$ cat config.mk
export PLATFORM = sky130hd
export DESIGN_NAME = spi_cmd_scheduler_flat
export DESIGN_NICKNAME = d
export VERILOG_FILES = /design/src/rtl/spi_cmd_scheduler_if.sv /design/src/rtl/spi_cmd_scheduler.sv /design/src/flat_wrapper.sv
export SDC_FILE = /design/constraint.sdc
export NUM_CORES = 1
export LEC_CHECK = 0
export CAP_MARGIN = 20
export CORE_UTILIZATION = 30
export DETAILED_ROUTE_END_ITERATION = 8
export SLEW_MARGIN = 20
export SYNTH_ARGS = -nofsm -noshare
export SYNTH_HDL_FRONTEND = slang
export SYNTH_SLANG_ARGS = --single-unit
$ cat constraint.sdc
create_clock -name clk -period 2 [get_ports clk]
set_input_delay 0.4 -clock clk [delete_from_list [all_inputs] [get_ports clk]]
set_output_delay 0.4 -clock clk [all_outputs]
set_load 0.02 [all_outputs]
$ cat src/rtl/spi_cmd_scheduler_if.sv
// Bus bundle between the SPI command scheduler and its neighbours: the SPI comm layer's frame
// and strobe lines, the config-register write port, the stream byte path and status outputs.
interface spi_cmd_scheduler_if;
  logic        xfer_done;
  logic [7:0]  reg_addr;
  logic [15:0] reg_value;
  logic        cfg_we;
  logic [7:0]  cfg_addr;
  logic [15:0] cfg_wdata;
  logic        send_mode;
  logic [7:0]  tx_byte;
  logic        src_valid;
  logic [7:0]  src_data;
  logic        src_ready;
  logic        busy;
  logic [7:0]  err_cnt;
  logic        underrun;

  // Environment side: the SPI comm layer, the sample source and the config register file.
  modport master (
    output xfer_done, reg_addr, reg_value, src_valid, src_data,
    input  cfg_we, cfg_addr, cfg_wdata, send_mode, tx_byte, src_ready, busy, err_cnt, underrun
  );

  // Scheduler side.
  modport slave (
    input  xfer_done, reg_addr, reg_value, src_valid, src_data,
    output cfg_we, cfg_addr, cfg_wdata, send_mode, tx_byte, src_ready, busy, err_cnt, underrun
  );
endinterface

$ cat src/rtl/spi_cmd_scheduler.sv
// Turns SPI register frames into config writes and sequences read-back byte streams.
// Optional stream watchdog enabled by defining STREAM_TIMEOUT_EN.
module spi_cmd_scheduler #(
  parameter logic [7:0]  CFG_ADDR_MAX   = 8'h07,
  parameter logic [7:0]  STREAM_ADDR    = 8'h80,
  parameter int unsigned LEN_W          = 16,
  parameter logic [7:0]  UNDERRUN_BYTE  = 8'h00,
  parameter int unsigned TIMEOUT_CYCLES = 1000000
) (
  input logic                clk,
  input logic                rstb,
  spi_cmd_scheduler_if.slave bus
);

  if (TIMEOUT_CYCLES < 2 || LEN_W < 1 || LEN_W > 16) begin : g_param_check
    $error("spi_cmd_scheduler: unsupported parameter values");
  end

  typedef enum logic [2:0] {StIdle, StWrite, StLoad, StSend, StDone} state_e;

  state_e             state_q, state_d;
  logic               sync1_q, sync1_d, sync2_q, sync2_d, sync3_q, sync3_d, ev_q, ev_d;
  logic [LEN_W-1:0]   cnt_q, cnt_d;
  logic [7:0]         hold_addr_q, hold_addr_d;
  logic [15:0]        hold_value_q, hold_value_d;
  logic [7:0]         cfg_addr_q, cfg_addr_d;
  logic [15:0]        cfg_wdata_q, cfg_wdata_d;
  logic               send_mode_q, send_mode_d;
  logic [7:0]         tx_byte_q, tx_byte_d;
  logic               underrun_q, underrun_d;
  logic [7:0]         err_cnt_q, err_cnt_d;
  logic               err_inc;
  logic               tmo_hit;

  // Two-flop resync of the SPI-side strobe, then a registered rising-edge detector.
  always_comb begin
    sync1_d = bus.xfer_done;
    sync2_d = sync1_q;
    sync3_d = sync2_q;
    ev_d    = sync2_q & ~sync3_q;
  end

`ifdef STREAM_TIMEOUT_EN
  localparam int unsigned TmoW = (TIMEOUT_CYCLES > 2) ? $clog2(TIMEOUT_CYCLES) : 1;
  logic [TmoW-1:0] tmo_q, tmo_d;

  // Counts idle SEND cycles; zero outside SEND so every SEND entry starts fresh.
  always_comb begin
    tmo_d = '0;
    if (state_q == StSend && !ev_q) tmo_d = tmo_q + 1'b1;
  end

  assign tmo_hit = (state_q == StSend) && (tmo_q == TmoW'(TIMEOUT_CYCLES - 1));

  always_ff @(posedge clk or negedge rstb) begin
    if (!rstb) tmo_q <= '0;
    else       tmo_q <= tmo_d;
  end
`else
  assign tmo_hit = 1'b0;
`endif

  always_comb begin
    state_d       = state_q;
    cnt_d         = cnt_q;
    hold_addr_d   = hold_addr_q;
    hold_value_d  = hold_value_q;
    cfg_addr_d    = cfg_addr_q;
    cfg_wdata_d   = cfg_wdata_q;
    send_mode_d   = send_mode_q;
    tx_byte_d     = tx_byte_q;
    underrun_d    = underrun_q;
    err_inc       = 1'b0;
    bus.cfg_we    = 1'b0;
    bus.src_ready = 1'b0;

    unique case (state_q)
      StIdle: begin
        if (ev_q) begin
          hold_addr_d  = bus.reg_addr;
          hold_value_d = bus.reg_value;
          if (bus.reg_addr == 8'h00) begin
            underrun_d = 1'b0;
          end else if (bus.reg_addr <= CFG_ADDR_MAX) begin
            state_d = StWrite;
          end else if (bus.reg_addr == STREAM_ADDR) begin
            if (bus.reg_value[LEN_W-1:0] != '0) begin
              cnt_d       = bus.reg_value[LEN_W-1:0];
              send_mode_d = 1'b1;
              state_d     = StLoad;
            end
          end else begin
            err_inc = 1'b1;
          end
        end
      end
      StWrite: begin
        bus.cfg_we  = 1'b1;
        cfg_addr_d  = hold_addr_q;
        cfg_wdata_d = hold_value_q;
        state_d     = StIdle;
      end
      StLoad: begin
        if (bus.src_valid) begin
          bus.src_ready = 1'b1;
          tx_byte_d     = bus.src_data;
        end else begin
          tx_byte_d  = UNDERRUN_BYTE;
          underrun_d = 1'b1;
        end
        state_d = StSend;
      end
      StSend: begin
        if (ev_q) begin
          if (cnt_q != '0) cnt_d = cnt_q - 1'b1;
          if (cnt_q <= LEN_W'(1)) begin
            // send_mode drops as DONE is entered so the comm layer sees it one cycle after ev.
            send_mode_d = 1'b0;
            state_d     = StDone;
          end else begin
            state_d = StLoad;
          end
        end else if (tmo_hit) begin
          send_mode_d = 1'b0;
          err_inc     = 1'b1;
          state_d     = StDone;
        end
      end
      StDone: begin
        send_mode_d = 1'b0;
        state_d     = StIdle;
      end
      default: state_d = StIdle;
    endcase

    err_cnt_d = (err_inc && err_cnt_q != 8'hFF) ? err_cnt_q + 8'd1 : err_cnt_q;
  end

  always_ff @(posedge clk or negedge rstb) begin
    if (!rstb) begin
      state_q      <= StIdle;
      sync1_q      <= 1'b0;
      sync2_q      <= 1'b0;
      sync3_q      <= 1'b0;
      ev_q         <= 1'b0;
      cnt_q        <= '0;
      hold_addr_q  <= '0;
      hold_value_q <= '0;
      cfg_addr_q   <= '0;
      cfg_wdata_q  <= '0;
      send_mode_q  <= 1'b0;
      tx_byte_q    <= '0;
      underrun_q   <= 1'b0;
      err_cnt_q    <= '0;
    end else begin
      state_q      <= state_d;
      sync1_q      <= sync1_d;
      sync2_q      <= sync2_d;
      sync3_q      <= sync3_d;
      ev_q         <= ev_d;
      cnt_q        <= cnt_d;
      hold_addr_q  <= hold_addr_d;
      hold_value_q <= hold_value_d;
      cfg_addr_q   <= cfg_addr_d;
      cfg_wdata_q  <= cfg_wdata_d;
      send_mode_q  <= send_mode_d;
      tx_byte_q    <= tx_byte_d;
      underrun_q   <= underrun_d;
      err_cnt_q    <= err_cnt_d;
    end
  end

  // During WRITE the holding registers are presented directly; afterwards the last write holds.
  assign bus.cfg_addr  = (state_q == StWrite) ? hold_addr_q : cfg_addr_q;
  assign bus.cfg_wdata = (state_q == StWrite) ? hold_value_q : cfg_wdata_q;
  assign bus.send_mode = send_mode_q;
  assign bus.tx_byte   = tx_byte_q;
  assign bus.busy      = (state_q != StIdle);
  assign bus.err_cnt   = err_cnt_q;
  assign bus.underrun  = underrun_q;

endmodule

$ cat src/flat_wrapper.sv
// flat-port wrapper written by rule: the top's interface ports become plain ports
module spi_cmd_scheduler_flat 
#(
  parameter logic [7:0]  CFG_ADDR_MAX   = 8'h07,
  parameter logic [7:0]  STREAM_ADDR    = 8'h80,
  parameter int unsigned LEN_W          = 16,
  parameter logic [7:0]  UNDERRUN_BYTE  = 8'h00,
  parameter int unsigned TIMEOUT_CYCLES = 1000000
)
  (clk, rstb, bus_xfer_done, bus_reg_addr, bus_reg_value, bus_src_valid, bus_src_data, bus_cfg_we, bus_cfg_addr, bus_cfg_wdata, bus_send_mode, bus_tx_byte, bus_src_ready, bus_busy, bus_err_cnt, bus_underrun);
  spi_cmd_scheduler_if bus_i ();
  input logic clk;
  input logic rstb;
  input wire logic [$bits(bus_i.xfer_done)-1:0] bus_xfer_done;
  input wire logic [$bits(bus_i.reg_addr)-1:0] bus_reg_addr;
  input wire logic [$bits(bus_i.reg_value)-1:0] bus_reg_value;
  input wire logic [$bits(bus_i.src_valid)-1:0] bus_src_valid;
  input wire logic [$bits(bus_i.src_data)-1:0] bus_src_data;
  output wire logic [$bits(bus_i.cfg_we)-1:0] bus_cfg_we;
  output wire logic [$bits(bus_i.cfg_addr)-1:0] bus_cfg_addr;
  output wire logic [$bits(bus_i.cfg_wdata)-1:0] bus_cfg_wdata;
  output wire logic [$bits(bus_i.send_mode)-1:0] bus_send_mode;
  output wire logic [$bits(bus_i.tx_byte)-1:0] bus_tx_byte;
  output wire logic [$bits(bus_i.src_ready)-1:0] bus_src_ready;
  output wire logic [$bits(bus_i.busy)-1:0] bus_busy;
  output wire logic [$bits(bus_i.err_cnt)-1:0] bus_err_cnt;
  output wire logic [$bits(bus_i.underrun)-1:0] bus_underrun;
  assign bus_i.xfer_done = bus_xfer_done;
  assign bus_i.reg_addr = bus_reg_addr;
  assign bus_i.reg_value = bus_reg_value;
  assign bus_i.src_valid = bus_src_valid;
  assign bus_i.src_data = bus_src_data;
  assign bus_cfg_we = bus_i.cfg_we;
  assign bus_cfg_addr = bus_i.cfg_addr;
  assign bus_cfg_wdata = bus_i.cfg_wdata;
  assign bus_send_mode = bus_i.send_mode;
  assign bus_tx_byte = bus_i.tx_byte;
  assign bus_src_ready = bus_i.src_ready;
  assign bus_busy = bus_i.busy;
  assign bus_err_cnt = bus_i.err_cnt;
  assign bus_underrun = bus_i.underrun;
  spi_cmd_scheduler #(.CFG_ADDR_MAX(CFG_ADDR_MAX), .STREAM_ADDR(STREAM_ADDR), .LEN_W(LEN_W), .UNDERRUN_BYTE(UNDERRUN_BYTE), .TIMEOUT_CYCLES(TIMEOUT_CYCLES)) u_core (.clk(clk), .rstb(rstb), .bus(bus_i));
endmodule
==> results of run 1 <==
## metrics by stage
step / power, mW / instances / hold WS, ns / TNS, ns / utilization
2_1_floorplan: 3.639 / 348 / 0.1044 / 0 / -
3_3_place_gp: 4.768 / 638 / 0.3536 / -12.76 / 0.4107
3_5_place_dp: 4.807 / 638 / 0.3425 / -14.00 / 0.4107
4_1_cts: 6.402 / 662 / 0.05992 / -4.619 / 0.4343
5_1_grt: 6.733 / 662 / 0.08696 / -5.518 / 0.4394
6_report: 6.376 / 662 / 0.04340 / -3.764 / 0.4394
## metal layers
layer / up-vias / routed length (microns) / track usage
met3: 17 / 599 / 0.05357
met4: 0 / 215 / 0.06250
met2: 80 / 5021 / 0.2603
met5: - / 0 / 0
met1: 1590 / 4927 / 0.2107
li1: 1528 / - / -
## cell usage in the layout, fill, tap and decap left out, drive strengths merged, types with 6 or more instances in the layout
master,count
mux2,50
xnor2,6
buf,86
nand4,8
nor2,24
nor3,13
a31oi,6
and3,6
nor4,6
dfrtp,89
a21oi,15
o31ai,8
inv,8
nand2,24
clkdlybuf4s50,46
clkbuf,12
o21ai,21
## sequential cells by signal, summed over array words and instances (netlist names)
name	cells
u_core.state_q	3
u_core.ev_q	1
u_core.bus.underrun	1
u_core.cfg_wdata_q	16
u_core.sync3_q	1
u_core.hold_value_q	16
u_core.hold_addr_q	8
u_core.cfg_addr_q	8
u_core.sync1_q	1
u_core.bus.err_cnt	8
u_core.cnt_q	16
u_core.bus.tx_byte	8
u_core.bus.send_mode	1
u_core.sync2_q	1
## how the worst min path moves through the flow
stage | endpoint | cells past startpoint | from | slack [ns]
floorplan | u_core.bus.err_cnt[0] | 0 | rstb | 0.10
detailed placement | u_core.sync2_q | 0 | u_core.sync1_q | 0.34
global placement | u_core.sync2_q | 0 | u_core.sync1_q | 0.35
CTS | u_core.bus.underrun | 1 | rstb | 0.06
global route | u_core.cnt_q[15] | 1 | rstb | 0.09
finish | u_core.cnt_q[15] | 1 | rstb | 0.04
## cell families after synthesis
kind of cell | after synthesis | share of synthesized area
and+or+nand+nor | 98 | 0.1320
buffers and inverters | 26 | 0.03015
xor gates and xnor gates | 7 | 0.01507
adders and majority gates | 4 | 0.01230
AOI/OAI and AO/OA | 72 | 0.1197
muxes | 52 | 0.1433
DFF | 89 | 0.5475
## Yosys cell counts (all sizes together), types with 2 or more instances
cell type	number
dfrtp	89
nor3	13
nand2	24
o22a	3
o21ai	21
o31a	2
buf	11
a211oi	2
mux2i	2
or3	2
and3	6
nor2	24
a31oi	6
and3b	2
inv	8
a22oi	2
nand4	8
mux2	50
or2	2
clkbuf	7
and2	2
a311oi	2
nor4	6
a2bb2oi	3
o31ai	8
ha	4
a32oi	2
o21a	2
xnor2	6
and4	2
nor2b	2
o22ai	2
a21oi	15
## report_power, final
group	leakage, nW	switching [mW]	internal [mW]
combinational	1.36	1.09	1.04
sequential	1.09	0.224	2.28
clock	0.149	0.701	1.04
total	2.60	2.02	4.36
## area by class of cell
cell class / count / area (sq um) / area share
Clock buffer: 12 / 256.5 / 0.04408
Clock inverter: 4 / 51.30 / 0.008815
Inverter: 8 / 30.03 / 0.005160
Multi-Input combinational cell: 234 / 1836 / 0.3154
Sequential cell: 89 / 2227 / 0.3827
Tap cell: 176 / 220.2 / 0.03784
Timing Repair Buffer: 139 / 1199 / 0.2060
## what timing repair did
item	in CTS	in global routing
endpoints found under the setup margin	40	51
cloned	2	0
setup buffers	6	1
pin swaps	5	8
resized for setup	119	27
==> flow_summary_export.csv, run 1 <==
group,metric,value,unit
grt,grt_first_pass_wirelength,17.93,mm
outcome,result_of_the_run,"finished with violations",
job,timing.max_cap.violations,0,
critical_path,timing.critical_path.cells,"nand2b_4 > nor2_4 > buf_4 > buf_12 > mux2_2 > buf_4",
synthesis,synthesis.yosys.warnings,0,
final_layout,num-fill-cells,1293,
final_layout,final_net_count,521,
final_layout,postLayoutCellArea,5819,sq um
place,preCtsSetupSlack,-0.4677,ns
critical_path,worstRegToRegCells,6,
synthesis,cell_area_after_technology_mapping,4068,sq um
clocking,cts-htree-levels,3,
grt,via_count_of_the_first_global_routing_pass,3430,
critical_path,timing.rr.end,"u_core.cnt_q[8]",
power,power.ir.vdd_worst,0.6683,mV
drt,detailedRoute.firstIterationViolations,129,
outcome,violations,"negative setup slack",
timing,final_hold_viol_count,0,
timing,max_slew.worst_pin.slew,0.5670,ns
clocking,clock_path_buffers,2,
synthesis,synth-seq-cells,89,
critical_path,worstPathArrival,1.81,ns
timing,final.period_utilization,1.103,
power,leak,2.599,nW
drt,routed-via-count,3215,
final_layout,n_antenna_cell,0,
drt,route.detailed.wl_per_inst,16.26,microns
place,dp_hpwl,7.509,mm
critical_path,r2r_slack,0.12,ns
critical_path,crit_path_max_fanout,13,
timing,fin_ws,-0.2054,ns
floorplan,dieHeight,118.4,microns
critical_path,critical_path.slowest_cell,"sky130_fd_sc_hd__dfrtp_1",
synthesis,synth_cells,348,
clocking,tritoncts_clock_tree,"done",
critical_path,critical-path-max-stage-delay,0.38,ns
critical_path,crit_path_end,"bus_cfg_addr[7]",
synthesis,postSynth.asyncResetShare,1.000,
floorplan,fp.dieArea,14030,sq um
timing,grt_setup_unrepaired,"true",
timing,achievable-frequency,453.4,MHz
clocking,total_cts_buffers,9,
synthesis,yosys.area.top_type,"sky130_fd_sc_hd__dfrtp_1",
synthesis,post_synth.cell_area_avg,11.69,sq um
synthesis,synthFlopType,"sky130_fd_sc_hd__dfrtp_1",
synthesis,synth.area.top_cells,"sky130_fd_sc_hd__dfrtp_1, sky130_fd_sc_hd__mux2_2, sky130_fd_sc_hd__nor2_1",
grt,antenna_found_initial,0,
timing,worst_clk_skew,0.01209,ns
critical_path,count_of_buffer_and_inverter_cells_on_the_critical_path,3,
synthesis,synth_cell_type_count,51,
drt,detail_route.wirelength,10.76,mm
critical_path,timing.critical_path.required,1.60,ns
critical_path,worst_path_dominant_cell_family,"buffers and inverters",
critical_path,worstReg2RegStart,"u_core.cnt_q[2]",
min_path,hold_path_class,"in2async",
final_layout,post_route_cells_drive_above_1_share,0.3580,
drt,post_drt_via_cell_ratio,4.856,
clocking,post_cts_hold_buffer_count,0,
grt,grtUsageTotal,0.1651,
place,portBuffers,80,
critical_path,critPathKind,"reg2out",
critical_path,critical-path-top-cell-by-count,"sky130_fd_sc_hd__buf_4",
timing,slew_violations,0,
floorplan,initial_core_utilization,0.3072,
drt,dr.pass1.iters,4,
place,globalplace.congestion,0.8529,
timing,tmin_final,2.205,ns
synthesis,synthesis.nets,388,
grt,grt-ovfl-total,0,
critical_path,worst_setup_path_startpoint,"u_core.state_q[2]",
critical_path,critPathCaptureType,"primary output",
place,place_area,5439,sq um
floorplan,core-area,13240,sq um
synthesis,yosys.area.top_type_share,0.5475,
critical_path,startpoint_types,"flop",
synthesis,synth_edf_count,0,
clocking,path_clk_slew,0.07,ns
floorplan,pin_count,81,
clocking,clock_tree.root_cell,"sky130_fd_sc_hd__clkbuf_16",
drt,route.detailed.drc,0,
grt,grt_start_max_net_pins,42,
drt,detail-route-antenna-nets,0,
floorplan,die-width,118.4,microns
synthesis,seq_area_frac_synth,0.5475,
final_layout,areaGrowthSynthToFinish,43.06,%
timing,relSlewSlack,0.6220,
clocking,cts.sinks,89,
critical_path,cp_num_cells,6,
timing,finalSetupViolations,24,
floorplan,rows,42,
power,power-per-cell-area,1096,nW/um^2
clocking,clk-insertion-delay-late,0.35,ns
Power figures use the tool's default switching activity.
==> run 2: changes to the inputs <==
--- a/config.mk
+++ b/config.mk
@@ -8,6 +8,7 @@
 export CAP_MARGIN = 20
 export CORE_UTILIZATION = 30
 export DETAILED_ROUTE_END_ITERATION = 8
+export SKIP_LAST_GASP = 1
 export SLEW_MARGIN = 20
 export SYNTH_ARGS = -nofsm -noshare
 export SYNTH_HDL_FRONTEND = slang
==> flow_summary_export.csv, run 2 (synthesis gave the netlist of run 1 again) <==
group,metric,value,unit
place,dp_hpwl,7.509,mm
grt,via_count_of_the_first_global_routing_pass,3432,
power,power.ir.vdd_worst,0.6670,mV
min_path,hold_path_class,"in2async",
timing,achievable-frequency,455.2,MHz
critical_path,critical_path.slowest_cell,"sky130_fd_sc_hd__dfrtp_1",
outcome,violations,"negative setup slack",
floorplan,initial_core_utilization,0.3072,
timing,grt_setup_unrepaired,"true",
grt,grt_start_max_net_pins,42,
timing,final.period_utilization,1.099,
critical_path,timing.critical_path.cells,"nand2b_4 > nor2_4 > buf_4 > buf_12 > mux2_2 > buf_2",
final_layout,num-fill-cells,1294,
clocking,tritoncts_clock_tree,"done",
timing,worst_clk_skew,0.01191,ns
critical_path,startpoint_types,"flop",
grt,grt_first_pass_wirelength,17.93,mm
final_layout,final_net_count,521,
final_layout,final_cell_count_no_fill,662,
clocking,total_cts_buffers,9,
final_layout,final_core_utilization,0.4359,
clocking,clock_path_buffers,2,
floorplan,dieHeight,118.4,microns
drt,routed-via-count,3211,
critical_path,r2r_slack,0.12,ns
grt,grt-ovfl-total,0,
critical_path,timing.rr.end,"u_core.cnt_q[8]",
critical_path,critPathKind,"reg2out",
place,preCtsSetupSlack,-0.4677,ns
critical_path,worst_setup_path_startpoint,"u_core.state_q[2]",
clocking,path_clk_slew,0.07,ns
place,dp_cells,638,
clocking,clk-insertion-delay-late,0.35,ns
floorplan,fp.dieArea,14030,sq um
critical_path,worstReg2RegStart,"u_core.cnt_q[2]",
final_layout,areaGrowthSynthToFinish,41.93,%
floorplan,die-width,118.4,microns
floorplan,core-area,13240,sq um
clocking,clock_tree.root_cell,"sky130_fd_sc_hd__clkbuf_16",
critical_path,critical-path-max-stage-delay,0.38,ns
clocking,cts.sinks,89,
power,leak,2.578,nW
floorplan,rows,42,
outcome,result_of_the_run,"finished with violations",
place,portBuffers,80,
timing,slew_violations,0,
critical_path,worstPathArrival,1.80,ns
drt,route.detailed.wl_per_inst,16.17,microns
timing,tmin_final,2.197,ns
final_layout,n_antenna_cell,0,
critical_path,critPathCaptureType,"primary output",
final_layout,layout_common_cells,"sky130_fd_sc_hd__dfrtp_1, sky130_fd_sc_hd__buf_4, sky130_fd_sc_hd__mux2_2, sky130_fd_sc_hd__clkdlybuf4s50_1, sky130_fd_sc_hd__nand2_1",
timing,finalSetupViolations,24,
place,globalplace.congestion,0.8529,
drt,post_drt_via_cell_ratio,4.850,
final_layout,top_regs,"u_core.cfg_wdata_q: 16 flops, u_core.cnt_q: 16 flops, u_core.hold_value_q: 16 flops",
timing,relSlewSlack,0.6213,
final_layout,layout.cells.most_common,"sky130_fd_sc_hd__dfrtp_1",
grt,antenna_found_initial,0,
critical_path,worstRegToRegCells,6,
drt,detailedRoute.firstIterationViolations,143,
drt,dr.pass1.iters,4,
timing,max_slew.worst_pin.slew,0.5680,ns
critical_path,timing.critical_path.required,1.60,ns
clocking,cts-htree-levels,3,
timing,finalHoldWorstSlack,0.04372,ns
drt,detail-route-antenna-nets,0,
timing,final_hold_viol_count,0,
grt,grtUsageTotal,0.1651,
timing,fin_ws,-0.1970,ns
power,power-per-cell-area,1085,nW/um^2
final_layout,post_route_cells_drive_above_1_share,0.3580,
drt,detail_route.wirelength,10.71,mm
drt,route.detailed.drc,0,
job,timing.max_cap.violations,0,
floorplan,pin_count,81,
critical_path,crit_path_max_fanout,13,
-- run 2: cell count changes in the layout (fill, tap and decap cells not counted), sizes merged --
| cell | before | now |
|---|---|---|
| buf | 86 | 82 |
| clkbuf | 12 | 16 |
-- run 2: per-stage QoR --
step | total power [mW] | cell area, sq um | TNS, ns
4_1_cts | 6.378 | 5772 | -6.482
3_3_place_gp | 4.768 | 5439 | -12.76
5_1_grt | 6.624 | 5773 | -5.618
2_1_floorplan | 3.639 | 4076 | 0
6_report | 6.266 | 5773 | -3.802
3_5_place_dp | 4.807 | 5439 | -14.00
-- run 2: final cells by class --
type / instances / area, sq um / share of cell area
well taps: 176 / 220.2 / 0.03814
clock inverters: 4 / 51.30 / 0.008886
multi-input cells: 234 / 1817 / 0.3147
flip-flops and latches: 89 / 2227 / 0.3858
inverters: 8 / 30.03 / 0.005202
clock buffers: 12 / 256.5 / 0.04443
repair buffers: 139 / 1171 / 0.2029
-- run 2: how the worst max path moves through the flow --
| stage | end | cells after the start |
|---|---|---|
| floorplan | u_core.cnt_q[2] | 6 |
| global placement | u_core.cnt_q[8] | 6 |
| detailed placement | u_core.cnt_q[8] | 6 |
| CTS | bus_cfg_addr[1] | 6 |
| global route | bus_cfg_wdata[14] | 6 |
| finish | bus_cfg_wdata[2] | 6 |
-- run 2: critical path, delay by kind of cell, from the launching register on --
family	cells	cell delay, ns
simple gates	2	0.27
buf+inv	3	0.44
flops	1	0.38
mux	1	0.36
-- run 2: repair_timing --
action / in CTS / in global routing
setup buffers: 6 / 1
endpoints found under the setup margin: 40 / 51
gates resized for setup: 77 / 49
cloned: 2 / 0
hold buffers: 0 / 0
pin swaps: 5 / 8
-- run 2: metal layers --
metal,vias to the layer above,track usage,share of wire
li1,1528,-,-
met1,1582,0.2103,0.46
met2,82,0.2603,0.46
met3,19,0.05405,0.057
met4,0,0.06250,0.021
met5,-,0,0
-- run 2: report_power, final --
part           total (mW)  internal, mW  switching, mW
Combinational        2.03         0.950           1.08
Sequential           2.50          2.28          0.218
Clock                1.74          1.04          0.699
Total                6.27          4.27           2.00
